<file path="src/rtl/lsu_unit.sv">
// lsu_unit: executes one load/store at a time against the memory controller and
// broadcasts extended load results; rolled-back loads finish on the bus but never report.
module lsu_unit #(
    parameter int ADDR_W   = 32,
    parameter int DATA_W   = 32,
    parameter int ROB_ID_W = 5
) (
    input  logic                clk_in,
    input  logic                rst_in,
    input  logic                rdy_in,
    input  logic                en_signal_from_lsb,
    input  logic [5:0]          inst_name_from_lsb,
    input  logic [ADDR_W-1:0]   mem_addr_from_lsb,
    input  logic [DATA_W-1:0]   store_value_from_lsb,
    input  logic [ROB_ID_W-1:0] rob_id_from_lsb,
    output logic                busy_to_lsb,
    output logic                en_signal_to_mem_ctrl,
    output logic                rw_flag_to_mem_ctrl,
    output logic [ADDR_W-1:0]   addr_to_mem_ctrl,
    output logic [2:0]          len_to_mem_ctrl,
    output logic [DATA_W-1:0]   data_to_mem_ctrl,
    input  logic                done_from_mem_ctrl,
    input  logic [DATA_W-1:0]   data_from_mem_ctrl,
    output logic                valid_to_exe,
    output logic [DATA_W-1:0]   result_to_exe,
    output logic [ROB_ID_W-1:0] rob_id_to_exe,
    input  logic                rollback_flag_from_rob
);
    localparam logic [5:0] LB = 6'd11, LH = 6'd12, LBU = 6'd14, LHU = 6'd15;
    localparam logic [5:0] SB = 6'd16, SH = 6'd17;

    typedef enum logic [1:0] {IDLE, REQ, WAIT} state_t;
    state_t state, state_nx;

    logic [5:0]          op;
    logic [ADDR_W-1:0]   addr_q;
    logic [DATA_W-1:0]   value_q;
    logic [ROB_ID_W-1:0] rob_q;
    logic                kill;
    logic                is_load;
    logic                accept;
    logic [2:0]          len_nx;
    logic [DATA_W-1:0]   ext;

    assign busy_to_lsb = state != IDLE || en_signal_from_lsb;

    always_comb begin
        is_load = op <= LHU;
        // a load flushed in its issue cycle is simply never taken
        accept = en_signal_from_lsb && !(rollback_flag_from_rob && inst_name_from_lsb <= LHU);
        state_nx = state;
        if (state == IDLE && accept) state_nx = REQ;
        if (state == REQ) state_nx = WAIT;
        if (state == WAIT && done_from_mem_ctrl) state_nx = IDLE;
        len_nx = (op == LB || op == LBU || op == SB) ? 3'd1 :
                 (op == LH || op == LHU || op == SH) ? 3'd2 : 3'd4;
        ext = op == LB  ? {{(DATA_W-8){data_from_mem_ctrl[7]}}, data_from_mem_ctrl[7:0]} :
              op == LBU ? {{(DATA_W-8){1'b0}}, data_from_mem_ctrl[7:0]} :
              op == LH  ? {{(DATA_W-16){data_from_mem_ctrl[15]}}, data_from_mem_ctrl[15:0]} :
              op == LHU ? {{(DATA_W-16){1'b0}}, data_from_mem_ctrl[15:0]} :
                          data_from_mem_ctrl;
    end

    always_ff @(posedge clk_in) begin
        if (!rst_in) state <= IDLE;
        else if (rdy_in) state <= state_nx;
    end

    always_ff @(posedge clk_in) begin
        if (!rst_in) begin
            en_signal_to_mem_ctrl <= 1'b0;
            rw_flag_to_mem_ctrl   <= 1'b0;
            addr_to_mem_ctrl      <= '0;
            len_to_mem_ctrl       <= 3'd0;
            data_to_mem_ctrl      <= '0;
            valid_to_exe          <= 1'b0;
            result_to_exe         <= '0;
            rob_id_to_exe         <= '0;
            kill                  <= 1'b0;
            op                    <= 6'd0;
            addr_q                <= '0;
            value_q               <= '0;
            rob_q                 <= '0;
        end else if (rdy_in) begin
            valid_to_exe <= 1'b0;
            if (state == IDLE && accept) begin
                op      <= inst_name_from_lsb;
                addr_q  <= mem_addr_from_lsb;
                value_q <= store_value_from_lsb;
                rob_q   <= rob_id_from_lsb;
            end
            if (state == REQ) begin
                en_signal_to_mem_ctrl <= 1'b1;
                rw_flag_to_mem_ctrl   <= op >= SB;
                addr_to_mem_ctrl      <= addr_q;
                len_to_mem_ctrl       <= len_nx;
                data_to_mem_ctrl      <= value_q;
            end
            if (state != IDLE && is_load && rollback_flag_from_rob) kill <= 1'b1;
            if (state == WAIT && done_from_mem_ctrl) begin
                en_signal_to_mem_ctrl <= 1'b0;
                kill                  <= 1'b0;
                if (is_load && !kill && !rollback_flag_from_rob) begin
                    valid_to_exe  <= 1'b1;
                    result_to_exe <= ext;
                    rob_id_to_exe <= rob_q;
                end
            end
        end
    end
endmodule

</file>
<file path="config.mk">
export PLATFORM = sky130hd
export DESIGN_NAME = lsu_unit
export DESIGN_NICKNAME = d
export VERILOG_FILES = /design/src/rtl/lsu_unit.sv
export SDC_FILE = /design/constraint.sdc
export NUM_CORES = 1
export LEC_CHECK = 0
export CAP_MARGIN = 20
export CORE_AREA = 2 2 109 138
export DETAILED_ROUTE_END_ITERATION = 8
export DIE_AREA = 0 0 111 140
export GPL_ROUTABILITY_DRIVEN = 0
export HOLD_SLACK_MARGIN = 0.02
export MAX_ROUTING_LAYER = met4
export PLACE_DENSITY = 0.92
export SYNTH_ARGS = -nofsm -noshare
export SYNTH_HDL_FRONTEND = slang
export SYNTH_SLANG_ARGS = --single-unit
</file>
<file path="constraint.sdc">
create_clock -name clk_in -period 4.07 [get_ports clk_in]
set_input_delay 0.814 -clock clk_in [delete_from_list [all_inputs] [get_ports clk_in]]
set_output_delay 0.814 -clock clk_in [all_outputs]
set_load 0.01 [all_outputs]
</file>
Word level (Yosys, flattened, before mapping)

Cells that the tools add are included.

Register bits after elaboration: 185
Bits of input ports: 113
Output and inout bits: 108
Word-level logic and storage cells: 67

$lt $le $gt $ge: 3
Equality and inequality tests: 8
Muxes and demuxes: 15
Reductions and logical operators: 27

Operator list:

| operator                                                        | count |
|---|---|
| 2-to-1 mux 32 bit                                               | 4 |
| equality test 6 x 4 -> 1 bit (second input constant)            | 4 |
| equality test 6 x 5 -> 1 bit (second input constant)            | 2 |
| less-or-equal comparator 6 x 4 -> 1 bit (second input constant) | 2 |
| AND reduction 2 bit                                             | 5 |
| logical AND 1 bit                                               | 8 |
| >= comparator 6 x 5 -> 1 bit (second input constant)            | 1 |
| 2-to-1 mux 1 bit                                                | 6 |
| 2-to-1 mux 2 bit                                                | 3 |
| 2-to-1 mux 3 bit                                                | 2 |
| nonzero test 2 bit                                              | 3 |
| logical OR 1 bit                                                | 5 |
| logical NOT 1 bit                                               | 3 |
| AND reduction 3 bit                                             | 1 |
| nonzero test 3 bit                                              | 1 |
| equality test 2 x 1 -> 1 bit (second input constant)            | 1 |
| equality test 2 bit (second input constant)                     | 1 |
| logical NOT 2 bit                                               | 1 |

Depth between registers and ports, before layout

Gate-level depths: netlist of run 1.

Depth in word-level cells: 8
Mapped depth: 7
Mapped depth without buffers: 4

Least setup slack after synthesis of run 1

OpenSTA, ideal clock, no wires.

Path type: input port to output port
From: input en_signal_from_lsb
To: output busy_to_lsb
Data arrival time: 1163 ps
Required time: 3256 ps
Slack: 2093 ps
Stages: 1
Buffers on the path: 0
Cells stage by stage: or3_1

Cells in the longest elaborated chain, start to end: 1

Ends and longest elaborated chain:

| element            | RTL line | RTL |
|---|---|---|
| start: declaration | 11       | `input logic en_signal_from_lsb,` |
| logical OR 1 bit   | 45       | `assign busy_to_lsb = state != IDLE \|\| en_signal_from_lsb;` |
| end: declaration   | 16       | `output logic busy_to_lsb,` |

No other way between the ends.

Worst setup path in the final report of run 1

Ends and elaborated chain as after synthesis.

==> results.txt, run 1 <==
- Place WS: 1.15 ns
- Registers are responsible for 48.4% of the overall power.
- For this design the static power due to leakage is 3.43 nW.
- Relative to the synthesized area, the layout overhead comes to 40.0%.
- Summing over every cut layer, the via total after detailed routing is 6,147.
- The clock tree synthesis step divided the H-tree into 4 levels.
- Clock buffers created by TritonCTS: 17
- Number of port buffers: 220
* Clk_lat worst skew: 0.43 ns
- The worst setup path is launched from an input port.
- The via count of the first global-routing pass came to 6,064.
* Clock buffer depth: 2
- Post-CTS timing repair inserted 0 buffers for setup.
* Internal Power: 3.06 mW
* Endpoints failing setup: 0
- The floorplan has 49 rows.
- Synthesis-stage register bit count: 185
- Average wire length per cell after detail routing: 15.2 µm
* GR Overflow Total: 0
- Switching share of power: 21.5%
- Biggest fanout along the worst timing path: 2
- DP Area: 9190 µm²
- The count of endpoints failing hold in the final timing report was 0.
* Async set or reset register ratio after synthesis: 0%
- Maximum achievable frequency: 352 MHz
* IR drop worst, VDD: 0.000241 V
- The startpoint identified for the worst register-to-register timing path is state[0].
- In the global route stage, overall resource usage came out at 24.0%.
- Measured along the y axis, the die boundary spans 140 µm.
- Entering global routing, the biggest net connects 117 pins.
- Critical path endpoint: busy_to_lsb
* Initial detailed-routing violation count: 330
- On the final layout, the worst hold slack is 0.453 ns.
- After detailed routing, the number of remaining DRC violations is 0.
- The die covers 15,500 µm².
- Of the total synthesized cell area, the portion taken by full adders, half adders and majority gates is 0%.
- Post-synthesis instance area: 7000 µm²
- Synth Net Count: 933
- Share of the synthesized area in the top cell type: 52.9%
- The run finished with clean final reports.
- Summing the areas of all compound-gate instances in the mapped netlist gives 22.0% of the synthesized area.
* Share of power burned in the clock network: 43.3%
- Max-capacitance violation count: 0
* Post-synth top cells: 318 x sky130_fd_sc_hd__nand2_1, 185 x sky130_fd_sc_hd__dfxtp_1, 125 x sky130_fd_sc_hd__a21boi_0
- After the last flow step, the layout net total stands at 1,118.
- Combinational Power Share: 8.3%
* Xor and xnor fraction of the mapped netlist area: 0.250%
* Period minus WS final: 2.84 ns
- Counting every instance in the synthesized netlist gives 820.
* Crit. End Element: primary output
* Final WL: 18,100 µm
* Number of diodes: 0
- For this design the top-level I/O count stands at 221.
- Core Region: 14,200 µm²
- For this design the ratio of total power to cell area is 399 nW/µm².
* Setup TNS: 0 ns
- Most used standard cell by instance count after synthesis: sky130_fd_sc_hd__nand2_1
* RSZ-0062 raised after global routing: false
- Worst R2R Setup Slack: 2.04 ns
* Detail Route Antenna Nets: 0
* Transition time of the tightest slew-check pin: 0.815 ns
- Classification of the worst-slack hold path: flop to flop
- Fraction of final layout cells sized beyond drive strength 1: 5.51%
- Post-CTS Hold Buffers: 0
* Destination of the worst register-to-register timing path: value_q[15]
* Final standard cell area without fillers: 9790 µm²
- Final critical-path setup slack: 1.23 ns
- The clock drives 185 sinks.
- First-pass iteration count of the detailed router: 4
- Number of vias per cell after detailed routing: 5.14
- For this run, the leading register cell type out of synthesis is sky130_fd_sc_hd__dfxtp_1.
- The count of pins over their slew limit was 0.
- Final period util: 69.9%
- Clock tree from TritonCTS: built
* Resized cells post-CTS: 0
- Initial standard-cell utilization of the core: 49.4%
- Root Buffer Master: sky130_fd_sc_hd__clkbuf_16
- CP arrival: 2.03 ns
- The portion of synthesized area spent on multiplexers is 0.161%.
- Clock slew at reported path FFs: 0.06 ns
* Half-perimeter wire length of the detailed placement result: 11,800 µm
- The critical path is of the input port to primary output type.
* Global-route wire length before repair: 29,300 µm
- Per-instance average area after synthesis: 8.53 µm²
- The Yosys step of the flow raised 0 warnings.
* Net switching power of the design: 841 µW
* Post-Synth Simple-Gate Area: 20.2%
- Ranking of synthesized cells by area: sky130_fd_sc_hd__dfxtp_1 53%, sky130_fd_sc_hd__nand2_1 17%, sky130_fd_sc_hd__a21boi_0 13%, sky130_fd_sc_hd__a21boi_1 2.7%, sky130_fd_sc_hd__clkbuf_1 1.8%
- Cell accounting for the most synthesized area: sky130_fd_sc_hd__dfxtp_1
- Worst Skew: 0.00726 ns
* Yosys cell types: 43
- Summing the sequential cell areas from Yosys gives 52.9% of the chip area.
- Die width: 111 µm
- The number of antenna violations at the first check in global routing was 0.
- The most critical setup path has its startpoint at en_signal_from_lsb.
* Data required time at the worst endpoint: 3.26 ns
- The synthesized design contains 0 enable-type register cells.
- In this run the tightest slew margin relative to its limit is 45.7%.
- For the worst flop-to-flop path, the logic depth is 5.
* Main combinational cell family by area after synthesis: compound AO/OA/AOI/OAI gates
==> metal layers <==
metal / wire [µm] / track usage (%) / up-vias
li1: - / - / 3039
met1: 7330 / 26.6 / 2865
met2: 9020 / 40.1 / 205
met3: 1190 / 6.53 / 38
met4: 606 / 11.2 / 0
met5: 0 / - / -
==> kinds of logic (layout without fill, tap and decap cells) <==
| kind of cell | count (synthesis) | in the layout |
|---|---|---|
| muxes | 1 | 1 |
| AOI/OAI and AO/OA | 217 | 217 |
| DFF | 185 | 185 |
| xor gates and xnor gates | 2 | 2 |
| buffers and inverters | 62 | 259 |
| and+or+nand+nor | 353 | 353 |
==> flip-flops by register name, indices dropped and copies added (netlist names), 2 cells and up <==
name	flops
value_q	32
data_to_mem_ctrl	32
state	2
op	6
result_to_exe	32
len_to_mem_ctrl	3
rob_q	5
rob_id_to_exe	5
addr_q	32
addr_to_mem_ctrl	32
==> cell type report <==
class,count,area (µm²)
Clock buffer,24,492
Clock inverter,7,115
Fill cell,1091,4370
Multi-Input combinational cell,573,2990
Sequential cell,185,3700
Tap cell,178,223
Timing Repair Buffer,228,2270
==> layout by cell type, fill, tap and decap left out, types with 3 or more instances in the layout <==
cell type / netlist / routed
sky130_fd_sc_hd__a21boi_0: 125 / 125
sky130_fd_sc_hd__a21boi_1: 25 / 25
sky130_fd_sc_hd__a21oi_1: 18 / 18
sky130_fd_sc_hd__a21oi_2: 10 / 10
sky130_fd_sc_hd__buf_4: 3 / 8
sky130_fd_sc_hd__bufinv_16: 0 / 3
sky130_fd_sc_hd__clkbuf_1: 34 / 3
sky130_fd_sc_hd__clkbuf_16: 0 / 17
sky130_fd_sc_hd__clkbuf_8: 0 / 4
sky130_fd_sc_hd__clkdlybuf4s50_1: 0 / 219
sky130_fd_sc_hd__dfxtp_1: 185 / 185
sky130_fd_sc_hd__nand2_1: 318 / 318
sky130_fd_sc_hd__nor2_1: 11 / 11
sky130_fd_sc_hd__nor2b_1: 5 / 5
sky130_fd_sc_hd__o21ai_0: 11 / 11
sky130_fd_sc_hd__o21ai_1: 17 / 16
==> metrics by stage <==
stage / cells / total power [mW] / utilization (%)
floorplan: 820 / 2.08 / -
global placement: 1164 / 2.24 / 64.9
detailed placement: 1164 / 2.25 / 64.9
CTS: 1195 / 3.94 / 69.2
global route: 1195 / 4.04 / 69.2
finish: 1195 / 3.90 / 69.2
==> worst max-delay path, stage by stage <==
cell	delay (ns)
sky130_fd_sc_hd__clkdlybuf4s50_1	0.40
sky130_fd_sc_hd__or3_1	0.32
sky130_fd_sc_hd__clkdlybuf4s50_1	0.49
==> how the worst min path moves through the flow <==
stage               cells past startpoint  slack, ns             start                to
finish                                  2       0.45        value_q[3]        value_q[3]
global route                            2       0.48  rob_id_to_exe[2]  rob_id_to_exe[2]
CTS                                     2       0.45  result_to_exe[0]  result_to_exe[0]
detailed placement                      2       0.45  result_to_exe[0]  result_to_exe[0]
global placement                        2       0.44          rob_q[0]  rob_id_to_exe[0]
floorplan                               2       0.43          rob_q[0]  rob_id_to_exe[0]
==> power groups by stage <==
stage | combinational (mW) | clock [mW] | sequential [mW]
after floorplan | 0.154 | 0 | 1.93
after detailed placement | 0.322 | 0 | 1.93
after CTS | 0.325 | 1.72 | 1.89
final | 0.323 | 1.69 | 1.89
after global placement | 0.318 | 0 | 1.93
after global routing | 0.353 | 1.79 | 1.89
(Power assumes the default switching activity.)
==> run 2, diff against run 1 <==
--- a/config.mk
+++ b/config.mk
@@ -6,13 +6,13 @@
 export NUM_CORES = 1
 export LEC_CHECK = 0
 export CAP_MARGIN = 20
-export CORE_AREA = 2 2 109 138
+export CORE_AREA = 2 2 114 143
 export DETAILED_ROUTE_END_ITERATION = 8
-export DIE_AREA = 0 0 111 140
+export DIE_AREA = 0 0 116 145
 export GPL_ROUTABILITY_DRIVEN = 0
 export HOLD_SLACK_MARGIN = 0.02
 export MAX_ROUTING_LAYER = met4
-export PLACE_DENSITY = 0.92
+export PLACE_DENSITY = 0.86
 export SYNTH_ARGS = -nofsm -noshare
 export SYNTH_HDL_FRONTEND = slang
 export SYNTH_SLANG_ARGS = --single-unit
==> constraint.sdc (replaced) <==
create_clock -name clk_in -period 2.8 [get_ports clk_in]
set_input_delay 0.56 -clock clk_in [delete_from_list [all_inputs] [get_ports clk_in]]
set_output_delay 0.56 -clock clk_in [all_outputs]
set_load 0.01 [all_outputs]
==> results.txt, run 2 (synthesized netlist as in run 1, its figures left out) <==
* Final routed DRC violation total: 0 (unchanged)
* Clock buffers created by TritonCTS: 17 (unchanged)
- Clock sinks: 185 (unchanged)
* Slowest cell delay on critical path: 0.49 ns (about the same)
* Transition time of the tightest slew-check pin: 0.626 ns (-0.188 ns)
- Number of max-slew violations in the final report: 0 (unchanged)
- The count of antenna diodes in the layout was 0 (unchanged).
- The tree is rooted in a sky130_fd_sc_hd__clkbuf_16.
* Final period util: 83.1%
- Global-route wire length before repair: 28,200 µm (-3.7%)
- The number of vias per cell after detailed routing was 4.90 (-4.7%).
- In this run the critical register-to-register path is captured at result_to_exe[28].
- Core Region: 15,400 µm² (+9.0%)
- Worst R2R Setup Slack: 1.09 ns (-0.95 ns)
- The total routing resource utilization after global routing was 21.6% (-2.4 points).
- Initial detailed-routing violation count: 358 (+8.5%)
- Crit. End Element: primary output
- The number of nets in the finished design came to 1,122 (+0.36%).
* Average wire length per cell after detail routing: 14.2 µm (-6.6%)
- Worst setup path startpoint: en_signal_from_lsb
* Standard-cell rows: 51 (+4.1%)
* Most used cells in the layout excluding fill and tap cells: 318 x sky130_fd_sc_hd__nand2_1, 219 x sky130_fd_sc_hd__clkdlybuf4s50_1, 185 x sky130_fd_sc_hd__dfxtp_1
- The required time at the worst-slack endpoint is 2.24 ns (-1.02 ns).
- The count of endpoints failing hold in the final timing report was 0 (unchanged).
- The area occupied by registers came to 3700 µm² (unchanged).
- Classification of the worst-slack hold path: flop to flop
- Die width: 116 µm (+4.5%)
- Highest layer used for signal routing: met4
- Fillers: 1,332 (+22%)
- The clock-pin slew on the worst setup and hold paths was 0.07 ns (about the same).
* Sort of element at the start of the critical path: input port
* Detail Route Antenna Nets: 0 (unchanged)
- The arrival time reported for the critical path endpoint came to 1.77 ns (-0.26 ns).
- Number of port buffers: 220 (unchanged)
- The detailed-placement wirelength estimate was 11,600 µm (-2.4%).
- The critical path is of the input port to primary output type.
- Final critical-path setup slack: 0.473 ns (-0.753 ns)
- Worst path cell trace: clkdlybuf4s50_1 -> or3_1 -> clkdlybuf4s50_1
- Vias after detailed routing: 6,047 (-1.6%)
- The number of failing setup endpoints in the final timing report is 0 (unchanged).
- Period minus WS final: 2.33 ns
* Largest net degree at the start of global routing: 77 (-34%)
- Floorplan die height: 145 µm (+3.6%)
* Total Die Area: 16,800 µm² (+8.2%)
* Maximum achievable frequency: 430 MHz
* Fraction of final layout cells sized beyond drive strength 1: 6.07% (+0.56 points)
- Setup TNS: 0 ns (unchanged)
* End point of the worst hold path: result_to_exe[2]
- The met1 routed wirelength after detailed routing came to 7470 µm (+1.9%).
- Final cell utilization of the core: 64.0% (-5.2 points)
- The wire length on met2 was 8600 µm (-4.7%).
* Max-capacitance violation count: 0 (unchanged)
* Hold_sp: result_to_exe[2]
- Cell repeated most along the worst path: sky130_fd_sc_hd__clkdlybuf4s50_1
- The post-CTS repair timing setup buffer count was 0 (unchanged).
- IR drop worst, VDD: 0.000327 V (+36%)
* Resized cells post-CTS: 0 (unchanged)
- The source-to-sink clock delay at the later pin of the worst-skew pair is 0.42 ns (about the same).
- The detailed-routing iteration count for the pre-antenna-repair pass came to 5 (+1).
* Layout overhead on the synthesized area: 41.2%
- Initial standard-cell utilization of the core: 45.3% (-4.1 points)
- The cell depth of the worst hold path was 2 (unchanged).
- GR Overflow Total: 0 (unchanged)
- The startpoint identified for the worst register-to-register timing path is op[5].
- The largest individual stage delay along the critical path comes from the cell sky130_fd_sc_hd__clkdlybuf4s50_1.
- The critical-path maximum fanout was 2 (unchanged).
- Via count of the first global-routing pass: 5,834 (-3.8%)
- The worst reg-to-reg path cell count came to 5 (unchanged).
- Place WS: 0.408 ns (-0.744 ns)
* RSZ-0062 raised after global routing: false
- H-tree lvl count: 4 (unchanged)
- TritonCTS built the clock tree.
- The reported leakage power was 3.46 nW (+0.80%).
- Power density of the placed cells: 566 nW/µm² (+42%)
- The flow ran to the end, and the final reports show no timing, DRC or antenna violations.
- The total length of routed wires came to 17,500 µm (-3.5%).
- The amount of wire on met3 after detailed routing is 1150 µm (-2.7%).
- Combined area of the multi-input logic cells: 2990 µm² (unchanged)
* Most frequent standard cell in the layout excluding fill and tap cells: sky130_fd_sc_hd__nand2_1
- Antenna violations before repair: 0 (unchanged)
- The setup skew after layout is 0.00818 ns (+0.000914 ns).
- The top-level port count is 221 (unchanged).
* Post-CTS Hold Buffers: 0 (unchanged)
- The maximum buffer depth of the clock tree was 2 (unchanged).
* Max transition margin: 58.3% (+13 points)
## run 2: cell count changes in the layout (fill, tap and decap cells not counted)
cell                        change
sky130_fd_sc_hd__clkbuf_8       -2
sky130_fd_sc_hd__buf_4          +1
sky130_fd_sc_hd__clkinv_2       +3
sky130_fd_sc_hd__inv_8          +1
sky130_fd_sc_hd__inv_6          +1
sky130_fd_sc_hd__buf_12         +3
sky130_fd_sc_hd__clkbuf_1       -1
sky130_fd_sc_hd__bufinv_16      -1
## run 2: area by class of cell
class	count	share of cell area (%)
clock inverters	11	1.22
well taps	212	2.69
clock buffers	21	4.66
repair buffers	232	23.7
multi-input cells	573	30.3
flip-flops and latches	185	37.5
## run 2: worst max-delay path: cells and delay by family
family                 cells  cell delay [ns]
AND/OR/NAND/NOR            1             0.31
buffers and inverters      2             0.90
## run 2: how the worst max path moves through the flow
stage                            end  slack (ns)
global placement            rob_q[1]        0.47
detailed placement        addr_q[12]        0.41
global route             busy_to_lsb        0.43
floorplan           rob_id_to_exe[0]        1.13
finish                   busy_to_lsb        0.47
CTS                      busy_to_lsb        0.47
## run 2: where the power goes
| group | internal (mW) | leakage (nW) | total, mW | switching, mW |
|---|---|---|---|---|
| Sequential | 2.70 | 1.50 | 2.75 | 0.0431 |
| Combinational | 0.266 | 1.67 | 0.479 | 0.213 |
| Clock | 1.36 | 0.285 | 2.37 | 1.00 |
## run 2: metal layers
metal / global-route usage (%) / vias to the layer above
met1: 25.7 / 2816
met4: 7.08 / 0
li1: - / 3047
met3: 6.27 / 21
met2: 34.8 / 163
met5: - / -
## run 2: through the flow
| stage | std cells | hold WS (ns) | power, mW | instance area (µm²) |
|---|---|---|---|---|
| global placement | 1202 | 0.434 | 3.28 | 9300 |
| finish | 1234 | 0.451 | 5.59 | 9880 |
| CTS | 1234 | 0.453 | 5.64 | 9880 |
| detailed placement | 1202 | 0.444 | 3.29 | 9300 |
| global route | 1234 | 0.473 | 5.80 | 9880 |
| floorplan | 820 | 0.431 | 3.02 | 7000 |
==> run 3, diff against run 2 <==
--- a/config.mk
+++ b/config.mk
@@ -6,13 +6,13 @@
 export NUM_CORES = 1
 export LEC_CHECK = 0
 export CAP_MARGIN = 20
-export CORE_AREA = 2 2 114 143
+export CORE_AREA = 2 2 119 150
 export DETAILED_ROUTE_END_ITERATION = 8
-export DIE_AREA = 0 0 116 145
+export DIE_AREA = 0 0 121 152
 export GPL_ROUTABILITY_DRIVEN = 0
 export HOLD_SLACK_MARGIN = 0.02
 export MAX_ROUTING_LAYER = met4
-export PLACE_DENSITY = 0.86
+export PLACE_DENSITY = 0.83
 export SYNTH_ARGS = -nofsm -noshare
 export SYNTH_HDL_FRONTEND = slang
 export SYNTH_SLANG_ARGS = --single-unit
==> constraint.sdc (replaced) <==
create_clock -name clk_in -period 2 [get_ports clk_in]
set_input_delay 0.4 -clock clk_in [delete_from_list [all_inputs] [get_ports clk_in]]
set_output_delay 0.4 -clock clk_in [all_outputs]
set_load 0.01 [all_outputs]
==> results.txt, run 3 (synthesized netlist as in run 1, its figures left out) <==
* Via count of the first global-routing pass: 5,962 (+2.2%)
- GRT busiest layer: met2
* Kind of critical path: flop to primary output
* Post-CTS setup repair buffer count: 0 (unchanged)
* Worst R2R Setup Slack: 0.36 ns (-0.73 ns)
* Die width: 121 µm (+4.3%)
- Max-capacitance violation count: 0 (unchanged)
* Endpoints failing setup: 0 (unchanged)
- Post-CTS Hold Buffers: 0 (unchanged)
* GR Overflow Total: 0 (unchanged)
- Average wire length per cell after detail routing: 14.1 µm (-0.78%)
* Clock slew at reported path FFs: 0.07 ns (about the same)
- The count of endpoints failing hold in the final timing report was 0 (unchanged).
* Final cell utilization of the core: 59.1% (-4.9 points)
- Largest net degree at the start of global routing: 67 (-13%)
- The number of vias per cell after detailed routing came to 4.77 (-2.7%).
- The total CTS buffers was 17 (unchanged).
- The number of DRC violations after detailed routing is 0 (unchanged).
- IR drop worst, VDD: 0.000469 V (+43%)
* Biggest fanout along the worst timing path: 7 (+5)
* Max transition margin: 65.1% (+6.8 points)
- Clock tree from TritonCTS: built
- Fraction of final layout cells sized beyond drive strength 1: 7.16% (+1.1 points)
* Initial detailed-routing violation count: 257 (-28%)
* Initial standard-cell utilization of the core: 40.9% (-4.4 points)
* Classification of the worst-slack hold path: input port to flop
- Compared with the post-synthesis result, the final layout area differs by 44.3%.
* Clock buffer depth: 2 (unchanged)
* Met2 GRT Util: 34.1% (-0.74 points)
- Power density of the placed cells: 777 nW/µm² (+37%)
- Vias after detailed routing: 5,996 (-0.84%)
- In the layout the commonest cells are 318 x sky130_fd_sc_hd__nand2_1, 218 x sky130_fd_sc_hd__clkdlybuf4s50_1, 185 x sky130_fd_sc_hd__dfxtp_1.
- Based on the critical path, the design can be clocked at up to 536 MHz.
- The source-to-sink clock delay at the later pin of the worst-skew pair is 0.42 ns (about the same).
* Root Buffer Master: sky130_fd_sc_hd__clkbuf_16
* Startpoint of the most critical register-to-register path: op[0]
- Clock sinks: 185 (unchanged)
- In this run the worst setup path terminates at busy_to_lsb.
- The delay of the slowest cell on the worst path was 0.39 ns (-0.10 ns).
- RSZ-0062 raised after global routing: false
* Data required time at the worst endpoint: 1.60 ns (-0.64 ns)
- Worst Skew: 0.00999 ns (+0.00182 ns)
- The number of nets in the finished design is 1,133 (+0.98%).
- Final WL: 17,700 µm (+1.1%)
- The top-level port count is 221 (unchanged).
- Detail Route Antenna Nets: 0 (unchanged)
- Total Die Area: 18,400 µm² (+9.3%)
- Static leakage power: 3.55 nW (+2.7%)
- Most frequent standard cell in the layout excluding fill and tap cells: sky130_fd_sc_hd__nand2_1
- The worst path in the final design needs a cycle of 1.87 ns, including I/O delays and setup.
- The run finished with clean final reports.
- For this design, the slowest cell found on the critical path is sky130_fd_sc_hd__or3_1.
* Number of max-slew violations in the final report: 0 (unchanged)
* Setup TNS: 0 ns (unchanged)
* Sort of element at the start of the critical path: flop
* DP Area: 9520 µm² (+2.4%)
- The worst setup path is captured at a primary output.
* Transition time of the tightest slew-check pin: 0.522 ns (-0.104 ns)
- The die outline height was 152 µm (+4.8%).
* Global routing met1 resource utilization: 22.3% (-3.4 points)
- Total chip power: 7.84 mW (+40%)
- The worst reg-to-reg path cell count came to 4 (-1).
- The first-pass GRT wire length is 28,800 µm (+2.1%).
- The maximum level of the CTS H-tree was 4 (unchanged).
- The standard-cell row count was 54 (+5.9%).
* Final standard cell area without fillers: 10,100 µm² (+2.2%)
- Half-perimeter wire length of the detailed placement result: 12,200 µm (+5.1%)
* Number of port buffers: 220 (unchanged)
* Destination of the worst register-to-register timing path: result_to_exe[23]
- The critical path goes through or3_1 -> dlygate4sd2_1.
- The detailed-routing iteration count for the pre-antenna-repair pass is 5 (unchanged).
- CP arrival: 1.47 ns (-0.30 ns)
- Global-route track usage on met3: 5.07% (-1.2 points)
- The total routing resource utilization after global routing was 20.0% (-1.5 points).
- Worst setup path startpoint: state[1]
- The area of the placeable core was 17,100 µm² (+11%).
* Antenna violations before repair: 1 (+1)
- Final period util: 93.3%
## run 3: cell types whose count changed in the layout (fill, tap and decap cells not counted), moves of 2 or more
cell	previous run	this run
sky130_fd_sc_hd__clkinv_4	0	2
sky130_fd_sc_hd__clkbuf_8	2	0
sky130_fd_sc_hd__buf_12	4	14
sky130_fd_sc_hd__inv_6	1	3
## run 3: cell type report
cell class,count,area (µm²)
repair buffers,243,2550
clock inverters,14,148
multi-input cells,573,2990
flip-flops and latches,185,3700
diodes,1,2.50
well taps,224,280
fillers,1503,7000
clock buffers,18,429
## run 3: worst min-delay path by stage
stage	start	to	slack (ns)	cells after the start
6_report	rst_in	state[0]	0.41	2
5_1_grt	rst_in	state[0]	0.41	2
4_1_cts	rst_in	state[0]	0.39	2
3_5_place_dp	value_q[16]	value_q[16]	0.45	2
3_3_place_gp	rob_q[0]	rob_id_to_exe[0]	0.44	2
2_1_floorplan	rob_q[0]	rob_id_to_exe[0]	0.43	2
## run 3: per-stage QoR
stage	hold slack (ns)	instances	setup slack, ns
finish	0.409	1258	0.135
global route	0.408	1258	0.0729
CTS	0.387	1257	0.117
detailed placement	0.446	1225	-0.0142
global placement	0.438	1225	0.0151
floorplan	0.431	820	0.475
## run 3: power by group
| group | switching [mW] | internal, mW |
|---|---|---|
| Combinational | 0.307 | 0.404 |
| Sequential | 0.0597 | 3.78 |
| Clock | 1.44 | 1.85 |
## run 3: metal layers
layer  up-vias  routed length [µm]
li1       3070                   -
met5         -                   0
met3        36                1010
met2       174                8820
met4         0                 527
met1      2716                7340
## run 3: critical path, delay by kind of cell, from the launching register on
kind | cells | cell delay [ns]
buffers and inverters | 1 | 0.29
DFF | 1 | 0.37
and+or+nand+nor | 1 | 0.39
## run 3: what timing repair did
action / CTS / global route
gates resized for setup: 1 / 0
hold endpoints to repair: 0 / 0
endpoints found under the setup margin: 1 / 0
